**config.mk**
```make
export PLATFORM = sky130hd
export DESIGN_NAME = nanov_spi_mem_arbiter
export DESIGN_NICKNAME = d
export VERILOG_FILES = /design/src/rtl/nanov_spi_mem_arbiter.sv
export SDC_FILE = /design/constraint.sdc
export NUM_CORES = 1
export LEC_CHECK = 0
export CAP_MARGIN = 20
export CORE_MARGIN = 2
export CORE_UTILIZATION = 40
export DETAILED_ROUTE_END_ITERATION = 10
export PLACE_DENSITY = 0.74
export SETUP_SLACK_MARGIN = 0.2
export SLEW_MARGIN = 20
export SYNTH_ARGS = -nofsm -noshare
export SYNTH_HDL_FRONTEND = slang
export SYNTH_SLANG_ARGS = --single-unit
```
**constraint.sdc**
```tcl
create_clock -name clk -period 10.3 [get_ports clk]
set_clock_uncertainty 0.2 [all_clocks]
set_input_delay 3.09 -clock clk [delete_from_list [all_inputs] [get_ports clk]]
set_output_delay 3.09 -clock clk [all_outputs]
set_load 0.01 [all_outputs]
```
**src/rtl/nanov_spi_mem_arbiter.sv**
```systemverilog
// nanov_spi_mem_arbiter
// Two-port word-access arbiter in front of one SPI RAM/flash pin set.
// Each granted request is sent as command byte, ADDR_BITS address bits and
// 32 data bits, one bit per cycle. Data bytes go least significant byte
// first, and each byte is sent MSB first.
// Optional feature: define NANOV_SPI_ARB_FIXED_PRIORITY_EN to make port 0
// always win contention. The default is round-robin.
module nanov_spi_mem_arbiter #(
  parameter int ADDR_BITS = 24
) (
  input  logic                 clk,
  input  logic                 rst,
  input  logic                 p0_req,
  input  logic                 p0_we,
  input  logic [ADDR_BITS-1:0] p0_addr,
  input  logic [31:0]          p0_wdata,
  output logic                 p0_ack,
  output logic [31:0]          p0_rdata,
  input  logic                 p1_req,
  input  logic                 p1_we,
  input  logic [ADDR_BITS-1:0] p1_addr,
  input  logic [31:0]          p1_wdata,
  output logic                 p1_ack,
  output logic [31:0]          p1_rdata,
  output logic                 spi_select,
  output logic                 spi_out,
  output logic                 spi_clk_enable,
  input  logic                 spi_data_in,
  output logic                 busy
);

  localparam int         FRAME_W   = 8 + ADDR_BITS + 32;
  localparam logic [5:0] ADDR_LAST = 6'(ADDR_BITS - 1);

  typedef enum logic [2:0] {
    ST_IDLE,
    ST_CMD,
    ST_ADDR,
    ST_DATA,
    ST_DONE
  } state_t;

  state_t               state;
  logic [5:0]           bit_cnt;
  logic                 last_grant;
  logic                 gnt_port;
  logic                 gnt_we;
  logic [FRAME_W-1:0]   frame_sh;
  logic [31:0]          rx_sh;

  logic                 any_req;
  logic                 pick_p1;
  logic                 sel_we;
  logic [ADDR_BITS-1:0] sel_addr;
  logic [31:0]          sel_wdata;
  logic [FRAME_W-1:0]   frame_load;
  logic [31:0]          rx_word;

  // The wire carries byte 0 first; this maps a word to wire order and back.
  function automatic logic [31:0] byte_swap(input logic [31:0] w);
    return {w[7:0], w[15:8], w[23:16], w[31:24]};
  endfunction

  assign any_req = p0_req | p1_req;

`ifdef NANOV_SPI_ARB_FIXED_PRIORITY_EN
  assign pick_p1 = p1_req & ~p0_req;
`else
  // last_grant == 1 means port 1 was served last, so port 0 wins a tie.
  assign pick_p1 = p1_req & (~p0_req | ~last_grant);
`endif

  assign sel_we     = pick_p1 ? p1_we    : p0_we;
  assign sel_addr   = pick_p1 ? p1_addr  : p0_addr;
  assign sel_wdata  = pick_p1 ? p1_wdata : p0_wdata;
  // A read sends zeros on MOSI during the data phase.
  assign frame_load = {(sel_we ? 8'h02 : 8'h03), sel_addr,
                       (sel_we ? byte_swap(sel_wdata) : 32'h0)};
  assign rx_word    = byte_swap({rx_sh[30:0], spi_data_in});
  assign busy       = (state != ST_IDLE);

  // Transaction FSM: grant, count bit phases, drive pins, complete with an ack.
  always_ff @(posedge clk or posedge rst) begin
    if (rst) begin
      state          <= ST_IDLE;
      bit_cnt        <= '0;
      last_grant     <= 1'b1;
      gnt_port       <= 1'b0;
      gnt_we         <= 1'b0;
      spi_select     <= 1'b1;
      spi_out        <= 1'b0;
      spi_clk_enable <= 1'b0;
      p0_ack         <= 1'b0;
      p1_ack         <= 1'b0;
      p0_rdata       <= '0;
      p1_rdata       <= '0;
    end else begin
      p0_ack <= 1'b0;
      p1_ack <= 1'b0;
      case (state)
        ST_IDLE: begin
          if (any_req) begin
            state          <= ST_CMD;
            bit_cnt        <= 6'd7;
            gnt_port       <= pick_p1;
            gnt_we         <= sel_we;
            spi_select     <= 1'b0;
            spi_clk_enable <= 1'b1;
            spi_out        <= frame_load[FRAME_W-1];
          end
        end
        ST_CMD: begin
          spi_out <= frame_sh[FRAME_W-1];
          if (bit_cnt == 6'd0) begin
            state   <= ST_ADDR;
            bit_cnt <= ADDR_LAST;
          end else begin
            bit_cnt <= bit_cnt - 6'd1;
          end
        end
        ST_ADDR: begin
          spi_out <= frame_sh[FRAME_W-1];
          if (bit_cnt == 6'd0) begin
            state   <= ST_DATA;
            bit_cnt <= 6'd31;
          end else begin
            bit_cnt <= bit_cnt - 6'd1;
          end
        end
        ST_DATA: begin
          if (bit_cnt == 6'd0) begin
            state          <= ST_DONE;
            spi_out        <= 1'b0;
            spi_select     <= 1'b1;
            spi_clk_enable <= 1'b0;
            if (gnt_port) begin
              p1_ack <= 1'b1;
              if (!gnt_we) p1_rdata <= rx_word;
            end else begin
              p0_ack <= 1'b1;
              if (!gnt_we) p0_rdata <= rx_word;
            end
          end else begin
            spi_out <= frame_sh[FRAME_W-1];
            bit_cnt <= bit_cnt - 6'd1;
          end
        end
        ST_DONE: begin
          state      <= ST_IDLE;
          last_grant <= gnt_port;
        end
        default: state <= ST_IDLE;
      endcase
    end
  end

  // Frame and receive shifters: data only, so they are not reset.
  always_ff @(posedge clk) begin
    if (state == ST_IDLE) begin
      if (any_req) frame_sh <= {frame_load[FRAME_W-2:0], 1'b0};
    end else if (state == ST_CMD || state == ST_ADDR ||
                 (state == ST_DATA && bit_cnt != 6'd0)) begin
      frame_sh <= {frame_sh[FRAME_W-2:0], 1'b0};
    end
    if (state == ST_DATA) rx_sh <= {rx_sh[30:0], spi_data_in};
  end

endmodule
```
---- Yosys cells after proc, flatten, opt, wreduce, memory -nomap -nowiden ----
Cells that the tools add are included.
word-level totals
  flip-flop bits (word level) ............. 176
  input bits .............................. 119
  output and inout port bits .............. 70
  logic and storage cells ................. 84
operators by class
  add/sub/neg operators ................... 1
  equality and inequality tests ........... 9
  multiplexer cells ....................... 33
  bitwise gates (word level) .............. 7
  reductions and logical operators ........ 20
operator list
  operator               number
  $mux W64               3
  $mux W32               2
  $mux W24               1
  $mux W6                4
  $pmux W6 S4            1
  $mux W1                14
  $mux W3                4
  $pmux W3 S4            1
  $reduce_and A4 Y1      3
  $ne A2 B2 Y1 const B   5
  $eq A3 B2 Y1 const B   2
  $logic_not A6 Y1       1
  $reduce_and A2 Y1      3
  $reduce_and A3 Y1      2
  $reduce_bool A3 Y1     2
  $reduce_bool A6 Y1     1
  $sub A6 B1 Y6 const B  1
  $not A1 Y1             4
  $pmux W1 S2            2
  $reduce_bool A2 Y1     2
  $reduce_bool A4 Y1     1
  $eq A3 B1 Y1 const B   1
  $eq A3 B3 Y1 const B   1
  $logic_not A3 Y1       1
  6 further kinds        8

---- Logic depth before layout (Yosys ltp) ----
Gate-level depths: netlist of run 1.
  word-level depth ........................ 7
  depth in mapped cells ................... 7
  depth with buffers taken out ............ 6

---- Least setup slack after synthesis of run 1 ----
Ideal clock, no wire load.
  path kind ............................... input-to-reg
  start ................................... input p0_req
  end ..................................... register frame_sh[10] (enable)
  setup time .............................. 0.487 ns
  data arrival time ....................... 6.070 ns
  required time ........................... 9.613 ns
  slack ................................... 3.543 ns
  cell stages on the path ................. 3
  path buffers ............................ 0
  cells stage by stage .................... nor2_1 a21o_1 nor2_1
on the way
  cells in the longest elaborated chain, start to end .. 3
RTL lines
  item                                RTL line  RTL
  start, declared                     13        input logic p0_req,
  $or A1 B1 Y1                        64        assign any_req = p0_req | p1_req;
  $ne A2 B2 Y1 (no source line)       -
  $reduce_and A2 Y1 (no source line)  -
  end signal, assigned                160       if (any_req) frame_sh <= {frame_load[FRAME_W-2:0], 1'b0};
  end signal, assigned                163       frame_sh <= {frame_sh[FRAME_W-2:0], 1'b0};
  end, declared                       48        logic [FRAME_W-1:0] frame_sh;
No other way between the ends.
A chain may end at the register's enable or synchronous reset.

---- Worst setup path after layout of run 1 ----
  start ................................... input p1_req
  end ..................................... register frame_sh[12], data pin
on the way
  cells in the longest elaborated chain, start to end .. 5
  elaborated cells on any way between the ends .. 6
  classes of those cells .................. mux: 5; bitwise: 1
RTL lines
  item                                 RTL line  RTL
  start, declared                      19        input logic p1_req,
  $and A1 B1 Y1 *                      70        assign pick_p1 = p1_req & (~p0_req | ~last_grant);
  $mux W32 or $mux W1 (tied branches)  75, 73
  $mux W32 *                           78        (sel_we ? byte_swap(sel_wdata) : 32'h0)};
  $mux W64 *                           160
  $mux W64 *                           159       if (state == ST_IDLE) begin
Mark *: on every way between the ends. The rest lies on a longest branch, timed or not. The select of a mux whose other input is x is not followed.

==> flow_summary.ini, run 1 <==
[worst_setup_path]
arrival_ps = 5860
worstSetupEndpointType = register
slowest_delay_ps = 790
critPathRequiredTime_ps = 10230
slowest_stage = nand2b_1
crit_chain = clkdlybuf4s50_1 > a21boi_4 > buf_4 > mux2i_1 > nand2b_1 > o21ai_0
r2r_slack_ps = 7240
cpLargestDelayFamily = buffers and inverters
cp_num_buf_inv = 2
path_max_fanout = 58
crit_type = in2reg
start_kind = input pin

[synth]
ys.flop_type = edfxtp_1
synth_seq_area_share = 0.656
synth_area_per_cell_um2 = 14.5
async_flop_share = 0.463
ys_seq_elements = 175
synth.area.top_cells = edfxtp_1 (38%), dfrtp_1 (27%), mux2i_1 (7.8%)
ys_types = 39
synth-edff-count = 94
synthDominantCellAreaShare = 0.381
netlist_area_um2 = 7400
yosysTopAreaCell = edfxtp_1
netlist_instances = 511
synth.most_common_cell = edfxtp_1
syn-num-nets = 632
ys_warn_count = 0
synthTopCellsByCount = edfxtp_1 (94), dfrtp_1 (79), nand2_1 (64), o21ai_0 (60), mux2i_1 (58)

[clocking]
numCtsBuffers = 17
insertion_delay_ps = 420
clk_pin_slew_worst_paths_ps = 70
h-tree-depth = 4
cts_buffer_depth = 2
cts_sinks = 175
post_cts_buffers = 0
postCtsHoldBufs = 0
root_buffer = clkbuf_16
cts_tree = done
cts-resized-gates = 0

[grt]
grt_pass1_wl_um = 24300
grt_pass1_vias = 4730
antenna_found_initial = 0
gr-usage-all-layers = 0.159
grt-ovfl-total = 0
grt_start_max_net_pins = 87

[finish]
nets = 819
area_growth_syn_to_layout_pct = 36.6
drive_gt1_frac = 0.160
n_fill_cell = 1426
n_antenna_cell = 0

[route]
wl_um = 15000
dr.pass1.iters = 7
drc = 13
vias = 4681
wl_per_cell_um = 16.0
viasPerCell = 4.98
ant_nets = 0
drt-initial-drc-count = 224

[die]
core_area_um2 = 18100
die_x_um = 140
die_area_um2 = 19600
ios = 189
fp.dieH_um = 140
rows = 49
start_util = 0.409

[pwr]
irDropWorstVdd_v = 0.000118
cellPowerDensity_nw_per_um2 = 257
leakage_uw = 0.00438

[timing]
rsz0062_at_grt = false
fin_crit_ps = 5930
tightest_slew_ps = 978
setup_viol = 0
drv_slew = 0
slew_headroom = 0.348
timing.setup.tns_ps = 0
finalCritPeriodShare = 0.576
finalHoldViolCount = 0
fmax_mhz = 169
setup_ws_ps = 4370

[placed_design]
place.gp.congestion = 0.746
pre_cts_ws_ps = 3890
dp_hpwl_um = 10300
port_buffers = 188

[run]
maxCapViolCount = 0

[hold_path]
hold_class = reg2reg

[run_status]
status = complete, but fails checks
violations = DRC
## worst register-to-register path, cell delays in order (launching register included)
cell and delay (ps):
dfstp_2 380, a21boi_4 110, buf_4 700, mux2i_1 360, nand2b_1 790, o21ai_0 240
## sequential cells by signal (all words and copies together) (netlist names)
register        cells
bit_cnt             6
frame_sh           63
gnt_port            1
gnt_we              1
last_grant          1
p0_ack              1
p0_rdata           32
p1_ack              1
p1_rdata           32
rx_sh              31
spi_clk_enable      1
spi_out             1
spi_select          1
state               3
## where the power goes
| part | leakage (uW) | internal [uW] | total [uW] | switching, uW |
|---|---|---|---|---|
| registers | 0.00208 | 1100 | 1260 | 156 |
| logic | 0.00200 | 354 | 668 | 313 |
| clock network | 0.000302 | 382 | 669 | 287 |
| total | 0.00438 | 1840 | 2600 | 757 |
## cell usage in the layout (no fill, tap or decap), types with 3 or more instances in the layout
cell type and instances:
buf_4 5, dfrtp_1 79, mux2_4 30, inv_6 5, nor2_1 9, and2_1 9, inv_1 5, nand3_1 4
edfxtp_1 94, o21ai_0 60, a21oi_1 3, mux2_2 35, mux2i_1 58, nand2_1 64, clkbuf_16 18, clkdlybuf4s50_1 188
## layer usage
metal,part of all wire,track usage
met4,0.014,0.0558
met1,0.45,0.218
met2,0.47,0.248
met3,0.062,0.0400
met5,0,0
## cells by family after synthesis
group,after synthesis,synth area share
flops,175,0.656
xor+xnor,1,0.00118
fa+ha+maj,2,0.00338
mux,124,0.194
simple gates,100,0.0661
compound gates,75,0.0549
buf+inv,34,0.0247
## final timing paths
check | start | endpoint | depth (start not counted)
worst max register to register | last_grant | frame_sh[12] | 5
worst max-delay path | p1_req | frame_sh[12] | 6
worst min-delay path | rx_sh[1] | rx_sh[2] | 0
worst min register to register | rx_sh[1] | rx_sh[2] | 0
max in group asynchronous | rst | p0_rdata[25] | 3
min in group asynchronous | rst | state[1] | 3
## cell type report
class / instances / area [um2] / area share
clock buffers: 19 / 454 / 0.0449
flip-flops and latches: 175 / 4850 / 0.480
well taps: 229 / 287 / 0.0284
multi-input cells: 302 / 2390 / 0.236
clock inverters: 13 / 165 / 0.0163
inverters: 8 / 31.3 / 0.00310
repair buffers: 194 / 1930 / 0.191
## per-stage QoR
| step | total power (uW) | instances | hold WS, ps | instance area (um2) | utilization |
|---|---|---|---|---|---|
| after detailed placement | 1950 | 908 | 259 | 9480 | 0.524 |
| after floorplan | 1620 | 511 | 240 | 7400 | - |
| final | 2600 | 940 | 277 | 10100 | 0.559 |
| after CTS | 2630 | 940 | 279 | 10100 | 0.559 |
| after global routing | 2750 | 940 | 298 | 10100 | 0.559 |
| after global placement | 1910 | 908 | 252 | 9480 | 0.524 |
No activity file was read; power rests on OpenSTA's default activity.
==> inputs of run 2 (changes only) <==
==> constraint.sdc (replaced) <==
create_clock -name clk -period 5.8 [get_ports clk]
set_clock_uncertainty 0.2 [all_clocks]
set_input_delay 1.74 -clock clk [delete_from_list [all_inputs] [get_ports clk]]
set_output_delay 1.74 -clock clk [all_outputs]
set_load 0.01 [all_outputs]
==> flow_summary.ini, run 2 (synthesis gave the netlist of run 1 again) <==
[run_status]
status = complete, but fails checks
violations = DRC

[placed_design]
pre_cts_ws_ps = 1580
post-place-cells = 908
dp_hpwl_um = 10700
place.gp.congestion = 0.753
port_buffers = 188

[finish]
stdcell_count = 940
largest_reg_flops = 63
layout_commonest_cell = clkdlybuf4s50_1
nets = 819
drive_gt1_frac = 0.155
reg_top3 = frame_sh (63), p0_rdata (32), p1_rdata (32)
largest-register = frame_sh
fin_util = 0.558
n_antenna_cell = 0
n_fill_cell = 1445
area_growth_syn_to_layout_pct = 36.3
final_cell_mix = clkdlybuf4s50_1 (188), edfxtp_1 (94), dfrtp_1 (79), nand2_1 (64), o21ai_0 (60)

[timing]
fmax_mhz = 226
fin_crit_ps = 4430
setup_viol = 0
finalHoldViolCount = 0
tightest_slew_ps = 934
drv_slew = 0
timing.setup.tns_ps = 0
rsz0062_at_grt = false
setup_ws_ps = 1370
finalCritPeriodShare = 0.764
slew_headroom = 0.378

[route]
wl_um = 15000
dr.pass1.iters = 9
vias = 4674
drc = 13
drt-initial-drc-count = 204
wl_per_cell_um = 16.0
ant_nets = 0
viasPerCell = 4.97

[grt]
grt_pass1_wl_um = 24800
grt-ovfl-total = 0
grt_pass1_vias = 4867
gr-usage-all-layers = 0.162
grt_start_max_net_pins = 87
antenna_found_initial = 0

[clocking]
cts_tree = done
postCtsHoldBufs = 0
root_buffer = clkbuf_16
cts_sinks = 175
post_cts_buffers = 0
cts_buffer_depth = 2
cts-resized-gates = 0
numCtsBuffers = 17
clk_pin_slew_worst_paths_ps = 60
h-tree-depth = 4
insertion_delay_ps = 420

[die]
die_area_um2 = 19600
die_x_um = 140
fp.dieH_um = 140
ios = 189
rows = 49
start_util = 0.409
core_area_um2 = 18100

[worst_setup_path]
r2r_end = p1_rdata[24]
r2r_slack_ps = 2830
crit_type = reg2out
arrival_ps = 2490
critPathRequiredTime_ps = 3860
r2r-start = state[1]
endpoint = busy
startpoint = state[1]
start_kind = register
r2r_cells = 5
path_max_fanout = 86
worstSetupEndpointType = output port

[hold_path]
hold_start = spi_select
hold_class = reg2reg

[pwr]
comb_power_share = 0.258
irDropWorstVdd_v = 0.000160
power.internal_uw = 3290
switching_share = 0.282
total_power_uw = 4590
seqPwrFrac = 0.489
cellPowerDensity_nw_per_um2 = 455
leakage_uw = 0.00437
switchingPower_uw = 1290
power_frac_clock = 0.252

[run]
maxCapViolCount = 0
==> run 2: changes by cell type in the layout (fill, tap and decap cells not counted), sizes merged <==
cell / previous run / this run
clkinv: 3 / 1
clkbuf: 19 / 25
inv: 15 / 9
clkinvlp: 1 / 3
==> run 2: how the worst min path moves through the flow <==
stage	to	slack, ps	depth (start not counted)
after detailed placement	spi_select	260	2
final	spi_select	270	2
after global routing	spi_select	280	2
after CTS	spi_select	270	2
after floorplan	rx_sh[11]	240	0
after global placement	spi_select	250	2
==> run 2: through the flow <==
step / area [um2] / hold WS [ps]
final: 10100 / 266
after detailed placement: 9480 / 260
after CTS: 10100 / 270
after global routing: 10100 / 278
after floorplan: 7400 / 240
after global placement: 9480 / 248
==> run 2: critical path: stages (launching register included) <==
cell	delay, ps
dfrtp_1	500
nor3_1	80
buf_4	170
inv_2	60
buf_4	550
clkdlybuf4s50_1	680
==> run 2: metal layers <==
metal,vias to the layer above,track usage,wire (um)
li1,2228,-,-
met4,0,0.0659,240
met2,198,0.260,7030
met5,-,0,0
met3,17,0.0410,1020
met1,2231,0.212,6750
==> run 2: layout make-up <==
class,count,area (um2),area share
clock buffers,25,508,0.0503
clock inverters,7,98.8,0.00980
inverters,8,32.5,0.00322
multi-input cells,302,2390,0.236
flip-flops and latches,175,4850,0.481
well taps,229,287,0.0284
repair buffers,194,1930,0.191
==> run 2: power by group through the flow <==
| stage | clock network [uW] | registers [uW] | logic (uW) |
|---|---|---|---|
| 2_1_floorplan | 0 | 2230 | 638 |
| 3_3_place_gp | 0 | 2240 | 1160 |
| 3_5_place_dp | 0 | 2260 | 1210 |
| 4_1_cts | 1180 | 2250 | 1210 |
| 5_1_grt | 1230 | 2300 | 1320 |
| 6_report | 1160 | 2250 | 1180 |
==> inputs of run 3 (changes only) <==
==> constraint.sdc (replaced) <==
create_clock -name clk -period 4.5 [get_ports clk]
set_clock_uncertainty 0.2 [all_clocks]
set_input_delay 1.35 -clock clk [delete_from_list [all_inputs] [get_ports clk]]
set_output_delay 1.35 -clock clk [all_outputs]
set_load 0.01 [all_outputs]
==> flow_summary.ini, run 3 (synthesis gave the netlist of run 1 again) <==
[timing]
slew_headroom = 0.510
timing.setup.tns_ps = 0
fin_crit_ps = 3370
fmax_mhz = 296
drv_slew = 0
finalCritPeriodShare = 0.750
rsz0062_at_grt = false
setup_viol = 0
finalHoldViolCount = 0
tightest_slew_ps = 734

[run]
maxCapViolCount = 0

[worst_setup_path]
worstSetupEndpointType = output port
startpoint = state[0]
start_kind = register
path_max_fanout = 9
arrival_ps = 1820
slowest_stage = clkdlybuf4s50_1
critPathRequiredTime_ps = 2950
crit_chain = nor3_1 > buf_4 > inv_2 > clkdlybuf4s50_1
r2r-start = state[1]
crit_type = reg2out
slowest_delay_ps = 490

[die]
rows = 49
die_area_um2 = 19600
start_util = 0.409
fp.dieH_um = 140
die_x_um = 140
ios = 189
core_area_um2 = 18100

[clocking]
postCtsHoldBufs = 0
numCtsBuffers = 17
cts_sinks = 175
h-tree-depth = 4
cts_tree = done
clk_pin_slew_worst_paths_ps = 60
insertion_delay_ps = 420
cts_buffer_depth = 2
post_cts_buffers = 0
root_buffer = clkbuf_16
cts-resized-gates = 0

[grt]
grt_pass1_vias = 4858
grt-ovfl-total = 0
antenna_found_initial = 0
gr-usage-all-layers = 0.165
grt_start_max_net_pins = 86
grt_pass1_wl_um = 25400

[run_status]
violations = DRC
status = complete, but fails checks

[route]
drc = 13
vias = 4639
wl_um = 15200
viasPerCell = 4.92
wl_per_cell_um = 16.2
dr.pass1.iters = 11
drt-initial-drc-count = 239
ant_nets = 0

[pwr]
switchingPower_uw = 1690
irDropWorstVdd_v = 0.000210
comb_power_share = 0.268
cellPowerDensity_nw_per_um2 = 573
power.internal_uw = 4080
seqPwrFrac = 0.500
power_frac_clock = 0.232
switching_share = 0.293
total_power_uw = 5770
leakage_uw = 0.00436

[finish]
largest_reg_flops = 63
n_antenna_cell = 0
nets = 821
final_cell_mix = clkdlybuf4s50_1 (188), edfxtp_1 (94), dfrtp_1 (79), nand2_1 (64), o21ai_0 (60)
area_growth_syn_to_layout_pct = 36.1
reg_top3 = frame_sh (63), p0_rdata (32), p1_rdata (32)
layout_commonest_cell = clkdlybuf4s50_1
drive_gt1_frac = 0.158
fin_util = 0.557
largest-register = frame_sh

[placed_design]
place.gp.congestion = 0.756
dp_hpwl_um = 10800
port_buffers = 188

[hold_path]
hold_class = reg2reg
hold_start = spi_select
[run 3: cell count changes in the layout (fill, tap and decap cells not counted), moves of 2 or more]
cell,before,now
clkinv_4,0,4
buf_12,0,3
bufinv_16,2,0
clkbuf_16,19,17
[run 3: through the flow]
stage,cell area (um2),std cells,hold slack (ps),setup WS (ps)
6_report,10100,942,266,1130
5_1_grt,10100,942,292,979
4_1_cts,10100,942,272,1080
3_5_place_dp,9540,910,260,909
3_3_place_gp,9540,910,249,986
2_1_floorplan,7400,511,240,560
[run 3: path summary, 6_finish.rpt]
| kind | to | slack (ps) | cells after the start |
|---|---|---|---|
| min in group asynchronous | spi_clk_enable | 1160 | 2 |
| max | busy | 1130 | 4 |
| max in group asynchronous | p0_rdata[25] | 2280 | 3 |
| max reg2reg | p1_rdata[24] | 1700 | 6 |
| min | spi_select | 270 | 2 |
| min reg2reg | spi_select | 270 | 2 |
[run 3: final cells by class]
type	count	area [um2]
inverters	8	31.3
multi-input cells	302	2390
fillers	1467	8010
well taps	229	287
flip-flops and latches	175	4850
clock inverters	10	82.6
clock buffers	22	454
repair buffers	196	1980
[run 3: worst max-delay path, delay by kind of cell, from the launching register on]
| family | cells | cell delay (ps) |
|---|---|---|
| AND/OR/NAND/NOR | 1 | 210 |
| flip-flops | 1 | 460 |
| buffers and inverters | 3 | 740 |
[run 3: metal layers]
metal	global-route usage	part of all wire
met5	0	0
met4	0.0675	0.021
met3	0.0407	0.066
met2	0.263	0.47
met1	0.219	0.44
[run 3: power groups by stage]
stage                     logic [uW]  registers, uW  clock network, uW
after floorplan                  822           2870                  0
after global placement          1520           2880                  0
after detailed placement        1570           2910                  0
after CTS                       1570           2900               1380
after global routing            1730           2970               1450
final                           1550           2890               1340
